==> src/rtl/dec_timer_ctrl.sv <==
// dec_timer_ctrl: prescaled down-counter controller that drives an external
// decrementer and captures its result on each tick; one-shot or periodic expiry.
`default_nettype none

module dec_timer_ctrl #(
  parameter int WIDTH      = 8,
  parameter int PRESCALE_W = 4
) (
  input  logic                  clk,
  input  logic                  rst_n,
  input  logic                  start,
  input  logic                  stop,
  input  logic                  pause,
  input  logic                  periodic,
  input  logic [PRESCALE_W-1:0] prescale,
  input  logic                  load_valid,
  input  logic [WIDTH-1:0]      load_data,
  output logic                  load_ready,
  output logic [WIDTH-1:0]      dec_a,
  input  logic [WIDTH-1:0]      dec_diff,
  output logic [WIDTH-1:0]      count,
  output logic                  running,
  output logic                  expire
);

  typedef enum logic [1:0] {
    IDLE  = 2'd0,
    RUN   = 2'd1,
    PAUSE = 2'd2
  } state_t;

  state_t                state, state_nxt;
  logic [WIDTH-1:0]      period, period_nxt;
  logic [WIDTH-1:0]      count_nxt;
  logic [PRESCALE_W-1:0] psc, psc_nxt;
  logic                  expire_nxt;
  logic                  load_accept;
  logic [WIDTH-1:0]      eff_period;
  logic                  advance;

  assign load_ready  = (state != RUN);
  assign running     = (state == RUN);
  assign dec_a       = count;
  assign load_accept = load_valid && load_ready;
  assign eff_period  = load_accept ? load_data : period;

  always_comb begin
    state_nxt  = state;
    count_nxt  = count;
    psc_nxt    = psc;
    expire_nxt = 1'b0;
    period_nxt = eff_period;
    advance    = 1'b0;

    case (state)
      IDLE: begin
        if (start && (eff_period != '0)) begin
          count_nxt = eff_period;
          psc_nxt   = '0;
          state_nxt = RUN;
        end
      end
      RUN: begin
        if (start) begin
          // A zero period (loaded while paused) cannot be restarted into RUN.
          psc_nxt = '0;
          if (period != '0) begin
            count_nxt = period;
          end else begin
            count_nxt = '0;
            state_nxt = IDLE;
          end
        end else if (pause) begin
          state_nxt = PAUSE;
        end else begin
          advance = 1'b1;
        end
      end
      PAUSE: begin
        // Resuming cycle already counts, so the delay equals the paused cycles.
        if (!pause) begin
          state_nxt = RUN;
          advance   = 1'b1;
        end
      end
      default: begin
        state_nxt = IDLE;
        count_nxt = '0;
        psc_nxt   = '0;
      end
    endcase

    if (advance) begin
      if (psc == prescale) begin
        psc_nxt = '0;
        if (count != WIDTH'(1)) begin
          count_nxt = dec_diff;
        end else begin
          expire_nxt = 1'b1;
          if (periodic && (period != '0)) begin
            count_nxt = period;
            state_nxt = RUN;
          end else begin
            count_nxt = '0;
            state_nxt = IDLE;
          end
        end
      end else begin
        psc_nxt = psc + PRESCALE_W'(1);
      end
    end

    if (stop) begin
      state_nxt  = IDLE;
      count_nxt  = '0;
      psc_nxt    = '0;
      expire_nxt = 1'b0;
    end
  end

  always_ff @(posedge clk) begin
    if (!rst_n) begin
      state  <= IDLE;
      period <= '0;
      count  <= '0;
      psc    <= '0;
      expire <= 1'b0;
    end else begin
      state  <= state_nxt;
      period <= period_nxt;
      count  <= count_nxt;
      psc    <= psc_nxt;
      expire <= expire_nxt;
    end
  end

endmodule

`default_nettype wire
==> config.mk <==
export PLATFORM = sky130hd
export DESIGN_NAME = dec_timer_ctrl
export DESIGN_NICKNAME = d
export VERILOG_FILES = /design/src/rtl/dec_timer_ctrl.sv
export SDC_FILE = /design/constraint.sdc
export NUM_CORES = 1
export LEC_CHECK = 0
export CORE_ASPECT_RATIO = 1.5
export CORE_UTILIZATION = 40
export DETAILED_ROUTE_END_ITERATION = 6
export PLACE_DENSITY = 0.77
export SYNTH_ARGS = -nofsm -noshare
export SYNTH_HDL_FRONTEND = slang
export SYNTH_SLANG_ARGS = --single-unit
==> constraint.sdc <==
create_clock -name clk -period 5.4 [get_ports clk]
set_clock_uncertainty 0.15 [all_clocks]
set_input_delay 1.08 -clock clk [delete_from_list [all_inputs] [get_ports clk]]
set_output_delay 1.08 -clock clk [all_outputs]
set_load 0.1 [all_outputs]
==> flow_summary.yaml, run 1 <==
outcome:
  outcome: "finished clean"
timing:
  fmax_mhz: 274
  max_slew_margin_pct: 34.5
  rsz0062_at_grt: "false"
  timing.final.ws_setup_ns: 1.76
  layout_min_cycle_time_ns: 3.64
  fin_setup_tns_ns: 0
  period_share_pct: 67.5
  hold_violation_count_in_the_final_report: 0
  measured_slew_at_the_worst_slew_check_pin_ns: 0.980
  timing_max_transition_violations_final: 0
  finalSetupViolations: 0
detailed_routing:
  post-route-drc-count: 0
  route.antenna.remaining_nets: 0
  num_vias: 1514
  dr.pass1.iters: 4
  routed_wirelength_mm: 4.09
  via_per_inst: 5.76
  drt-wirelength-per-cell_um: 15.5
  drt_iter0_drc: 65
setup_path:
  worst_setup_path_end_kind: "output pin"
  cpLargestDelayFamily: "buffers and inverters"
  worst_r2r_startpoint: "state[1]"
  crit_chain: "inv_1 > ha_1 > inv_1 > clkdlybuf4s50_1"
  critical_path.reg2reg.endpoint: "count[1]"
  path_max_fanout: 11
  cp_slowest_stage_delay_ns: 1.15
  critPathBufInv: 3
  cpMaxStageDelayCell: "sky130_fd_sc_hd__clkdlybuf4s50_1"
  required_time_at_the_worst_slack_endpoint_ns: 4.17
  crit_cells: 4
  critical-path-top-cell-by-count: "sky130_fd_sc_hd__inv_1"
  timing.critical_path.from: "state[1]"
  criticalPathCategory: "reg2out"
  timing.reg2reg.worst_path_depth: 7
  r2r_slack_ns: 2.62
  crit_arrival_ns: 2.41
  crit_path_start_kind: "register"
cts:
  tritoncts_num_sinks: 23
  cts_htree_levels: 1
  ctsRootBufferMaster: "sky130_fd_sc_hd__clkbuf_8"
  cts_tree: "done"
  clock_latency_of_the_later_clocked_register_in_the_worst_skew_pair_ns: 0.27
  clk_pin_slew_ns: 0.08
  cts_buffers: 3
  postCtsSetupBuffers: 0
  hold_buffers: 0
  clock_path_buffers: 2
  ctsResizeCount: 0
finish:
  fin_nets: 251
  area.growth.synth_to_final_pct: 26.5
  final_layout_size_suffix_gt1_share_pct: 15.6
  antenna-diode-count: 0
hold_path:
  timing.hold.worst_path_depth: 2
  hp-class: "reg2reg"
  hold_path.startpoint: "count[0]"
  timing.hold.worst_endpoint: "count[0]"
logic_synthesis:
  netlist_area_um2: 1680
  postSynthNetCount: 217
  share_of_synthesized_cell_area_in_and_or_nand_and_nor_gates_pct: 25.9
  sequential_area_share_after_synthesis_pct: 27.4
  share_of_synthesized_flip_flops_with_an_asynchronous_set_or_reset_pct: 0
  dominantRegCellSynth: "sky130_fd_sc_hd__dfxtp_1"
  post_synth_xor_area_fraction_pct: 2.08
  synthesis.area_per_instance_um2: 9.10
  yosysUniqueCellTypes: 49
  synth_adder_area_share_pct: 3.72
  number_of_enable_flip_flop_cells_after_synthesis: 0
  synth_compound_area_share_pct: 24.6
  yosys-mux-area-fraction_pct: 7.51
  ys_warn_count: 0
  postSynthRegisterBits: 23
  syn-instance-count: 185
  largest_family_of_logic_cells_by_synthesized_area: "simple AND/OR/NAND/NOR gates"
grt:
  grt_start_max_net_pins: 14
  vias_in_the_first_global_route: 1448
  grt_usage_pct: 20.8
  grt-ovfl-total: 0
  grt_pass1_wl_mm: 6.73
  antenna_violations_before_repair: 0
pwr:
  static-leakage-power_nw: 0.696
  maximum_resistive_drop_on_vdd_uv: 121
  power_density_nw_per_um2: 204
job:
  maxCapViolations: 0
die:
  initial_utilization_pct: 42.1
  ios: 46
  die_x_um: 55.0
  area_of_the_core_um2: 3990
  dieHeight_um: 81.4
  floorplan.die_area_um2: 4480
  rows: 28
placement:
  gpl.final_weighted_congestion: 0.904
  detailed_place_hpwl_mm: 3.20
  place_ws_ns: 1.72
  port_buffers: 45
[tightest hold or removal path: cells and delay by family (launching register included)]
kind,cells,cell delay (ns)
AOI/OAI and AO/OA,1,0.06
DFF,1,0.34
and+or+nand+nor,1,0.08
[where the power goes]
part,switching (mW),internal [mW],leakage (nW)
registers,0.00995,0.176,0.187
clock network,0.0591,0.0518,0.0255
logic,0.0840,0.0542,0.483
total,0.153,0.282,0.696
[per-layer routing]
| layer | track usage [%] | wire, µm |
|---|---|---|
| met5 | 0 | 0 |
| met4 | 11.3 | 156 |
| met3 | 3.33 | 196 |
| met2 | 34.0 | 2050 |
| met1 | 25.1 | 1680 |
[state kept, by name (all words and copies together), names as in the netlist]
| name | cells |
|---|---|
| period | 8 |
| expire | 1 |
| psc | 4 |
| count | 8 |
| state | 2 |
[area by class of cell]
cell class	count	area, µm²
fillers	386	1870
clock buffers	3	41.3
clock inverters	1	5.00
repair buffers	45	450
well taps	45	56.3
multi-input cells	135	1070
flip-flops and latches	23	460
inverters	11	41.3
[cell usage in the layout (no fill, tap or decap), drive strengths merged, types with 7 or more instances in the layout]
cell type / instances
nand3: 10
nor2b: 7
inv: 11
clkdlybuf4s50: 45
mux2i: 7
and2: 10
dfxtp: 23
a21oi: 12
nand2: 19
[cell usage after synthesis (3+ instances only)]
master | count | area, µm²
sky130_fd_sc_hd__a21oi_1 | 12 | 60.1
sky130_fd_sc_hd__a221oi_2 | 4 | 60.1
sky130_fd_sc_hd__a222oi_1 | 4 | 40.0
sky130_fd_sc_hd__a311oi_2 | 4 | 60.1
sky130_fd_sc_hd__and2_1 | 10 | 62.6
sky130_fd_sc_hd__buf_2 | 5 | 25.0
sky130_fd_sc_hd__buf_4 | 9 | 67.6
sky130_fd_sc_hd__dfxtp_1 | 23 | 460
sky130_fd_sc_hd__ha_1 | 5 | 62.6
sky130_fd_sc_hd__inv_1 | 10 | 37.5
sky130_fd_sc_hd__mux2_2 | 4 | 45.0
sky130_fd_sc_hd__mux2i_1 | 7 | 70.1
sky130_fd_sc_hd__nand2_1 | 14 | 52.6
sky130_fd_sc_hd__nand2_2 | 5 | 31.3
sky130_fd_sc_hd__nand2b_1 | 3 | 18.8
sky130_fd_sc_hd__nand3_1 | 10 | 50.1
sky130_fd_sc_hd__nor2_1 | 6 | 22.5
sky130_fd_sc_hd__nor2b_1 | 7 | 43.8
sky130_fd_sc_hd__nor3_1 | 3 | 15.0
sky130_fd_sc_hd__nor4_2 | 3 | 37.5
sky130_fd_sc_hd__xnor2_1 | 4 | 35.0
[worst max path at each step]
stage,endpoint,slack [ns]
global placement,count[1],1.76
floorplan,load_ready,2.27
CTS,load_ready,1.77
global route,load_ready,1.67
finish,load_ready,1.76
detailed placement,count[1],1.72
[metrics by stage]
| step | area, µm² | utilization (%) | total power [mW] | hold WS, ns | instances |
|---|---|---|---|---|---|
| after global placement | 2080 | 52.1 | 0.327 | 0.361 | 259 |
| final | 2130 | 53.3 | 0.435 | 0.369 | 263 |
| after floorplan | 1680 | - | 0.289 | 0.342 | 185 |
| after global routing | 2130 | 53.3 | 0.456 | 0.395 | 263 |
| after detailed placement | 2080 | 52.1 | 0.328 | 0.366 | 259 |
| after CTS | 2130 | 53.3 | 0.438 | 0.378 | 263 |
[kinds of logic (layout without fill, tap and decap cells)]
| logic type | Yosys count | count (layout) |
|---|---|---|
| buffers and inverters | 27 | 60 |
| multiplexers | 12 | 12 |
| AND/OR/NAND/NOR | 70 | 70 |
| adder cells (fa/ha/maj) | 5 | 5 |
| XOR/XNOR | 4 | 4 |
| AO/OA/AOI/OAI | 44 | 44 |
| flip-flops | 23 | 23 |
(Power assumes the default switching activity.)
==> run 2, diff against run 1 <==
PLACE_DENSITY = 0.8   (was 0.77)
clock period = 3.16 ns   (was 5.4 ns; I/O delays follow)
==> run 2 against run 1 <==
Die area is the same. Critical path type is now reg2reg. Routed wire length grew 3.2%. Largest power group unchanged. Non-clock buffer count grew 3. Cell area shrank 1.2%.
==> flow_summary.yaml, run 2 (same netlist as run 1, synthesis figures left out) <==
setup_path:
  crit_arrival_ns: 2.61
  criticalPathCategory: "reg2reg"
  required_time_at_the_worst_slack_endpoint_ns: 3.20
  crit_path_start_kind: "register"
  path_max_fanout: 11
  worst_r2r_startpoint: "state[1]"
  r2r_slack_ns: 0.60
  timing.reg2reg.worst_path_depth: 8
  critical_path.reg2reg.endpoint: "count[1]"
  worst_setup_path_end_kind: "register"
finish:
  final_layout_size_suffix_gt1_share_pct: 25.3
  layout.core_utilization_pct: 52.7
  final-instance-count-excl-fill: 266
  area.growth.synth_to_final_pct: 25.0
  final_cell_mix: "sky130_fd_sc_hd__clkdlybuf4s50_1, sky130_fd_sc_hd__dfxtp_1, sky130_fd_sc_hd__buf_4, sky130_fd_sc_hd__nand2_1, sky130_fd_sc_hd__a21oi_1"
  layout.cells.most_common: "sky130_fd_sc_hd__clkdlybuf4s50_1"
  antenna-diode-count: 0
  top_regs: "count (8), period (8), psc (4)"
  fin_nets: 254
grt:
  antenna_violations_before_repair: 0
  grt_usage_pct: 21.2
  vias_in_the_first_global_route: 1441
  grt_pass1_wl_mm: 6.71
  grt-ovfl-total: 0
  grt_start_max_net_pins: 14
die:
  die_x_um: 55.0
  dieHeight_um: 81.4
  rows: 28
  area_of_the_core_um2: 3990
  initial_utilization_pct: 42.1
  ios: 46
  floorplan.die_area_um2: 4480
cts:
  clk_pin_slew_ns: 0.09
  cts_htree_levels: 1
  hold_buffers: 0
  clock_path_buffers: 2
  postCtsSetupBuffers: 0
  tritoncts_num_sinks: 23
  ctsResizeCount: 0
  cts_buffers: 3
  cts_tree: "done"
  clock_latency_of_the_later_clocked_register_in_the_worst_skew_pair_ns: 0.28
  ctsRootBufferMaster: "sky130_fd_sc_hd__clkbuf_8"
timing:
  timing_max_transition_violations_final: 0
  fin_setup_tns_ns: 0
  layout_min_cycle_time_ns: 2.56
  fmax_mhz: 390
  fin_hold_ws_ns: 0.370
  hold_violation_count_in_the_final_report: 0
  measured_slew_at_the_worst_slew_check_pin_ns: 0.470
  rsz0062_at_grt: "false"
  period_share_pct: 81.1
  finalSetupViolations: 0
  max_slew_margin_pct: 68.6
placement:
  place.detailed.instances: 262
  detailed_place_hpwl_mm: 3.37
  port_buffers: 45
  gpl.final_weighted_congestion: 0.882
pwr:
  power_density_nw_per_um2: 356
  static-leakage-power_nw: 0.747
  total_power_mw: 0.749
  net_switching_fraction_of_the_power_pct: 35.6
  maximum_resistive_drop_on_vdd_uv: 251
  power_report.internal_total_mw: 0.482
  clkPwrFrac_pct: 25.7
  seq_power_share_pct: 42.4
  switching_power_mw: 0.266
  part_of_the_total_power_dissipated_in_combinational_logic_pct: 31.8
detailed_routing:
  via_per_inst: 5.75
  routed_wirelength_mm: 4.22
  dr.pass1.iters: 4
  route.antenna.remaining_nets: 0
  drt-wirelength-per-cell_um: 15.9
  drt_iter0_drc: 56
  post-route-drc-count: 0
  num_vias: 1530
outcome:
  outcome: "finished clean"
hold_path:
  timing.hold.worst_path_depth: 2
  hold_path.startpoint: "count[0]"
  hp-class: "reg2reg"
  timing.hold.worst_endpoint: "count[0]"
job:
  maxCapViolations: 0
## run 2: worst max-delay path by stage
| stage | start | to | slack [ns] | cells after the start |
|---|---|---|---|---|
| global route | state[1] | count[1] | 0.38 | 8 |
| detailed placement | load_data[6] | count[1] | 0.34 | 7 |
| global placement | load_data[2] | count[1] | 0.37 | 7 |
| floorplan | state[1] | count[6] | 0.27 | 7 |
| finish | state[1] | count[1] | 0.60 | 8 |
| CTS | load_data[6] | count[1] | 0.60 | 7 |
## run 2: critical path, cell delays in order (launching register included)
cell	delay [ns]
sky130_fd_sc_hd__dfxtp_1	0.35
sky130_fd_sc_hd__inv_1	0.09
sky130_fd_sc_hd__ha_1	0.39
sky130_fd_sc_hd__nand2b_1	0.42
sky130_fd_sc_hd__a2111oi_1	0.11
sky130_fd_sc_hd__a211oi_2	0.37
sky130_fd_sc_hd__buf_4	0.25
sky130_fd_sc_hd__nand2_2	0.07
sky130_fd_sc_hd__a311oi_2	0.28
## run 2: power by group through the flow
stage	Sequential [mW]	Clock, mW	Combinational (mW)
2_1_floorplan	0.345	0	0.150
3_3_place_gp	0.324	0	0.236
3_5_place_dp	0.325	0	0.237
4_1_cts	0.318	0.196	0.238
5_1_grt	0.320	0.204	0.254
6_report	0.318	0.193	0.238
## run 2: routing by layer
metal / track usage [%] / vias to the layer above / part of all wire [%]
li1: - / 748 / -
met2: 37.2 / 62 / 52
met4: 11.8 / 0 / 3.7
met1: 23.6 / 707 / 39
met5: 0 / - / 0
met3: 2.22 / 13 / 4.7
## run 2: per-stage QoR
stage                     instance area (µm²)  setup slack (ns)
after floorplan                          1680             0.273
after global placement                   2060             0.370
after detailed placement                 2060             0.341
after CTS                                2100             0.603
after global routing                     2100             0.382
final                                    2100             0.596
## run 2: layout make-up
type | instances | area, µm²
fill | 407 | 1890
multi-input combinational | 135 | 1070
sequential | 23 | 460
timing repair buffer | 48 | 425
tap | 45 | 56.3
clock buffer | 3 | 41.3
inverter | 11 | 41.3
clock inverter | 1 | 5.00
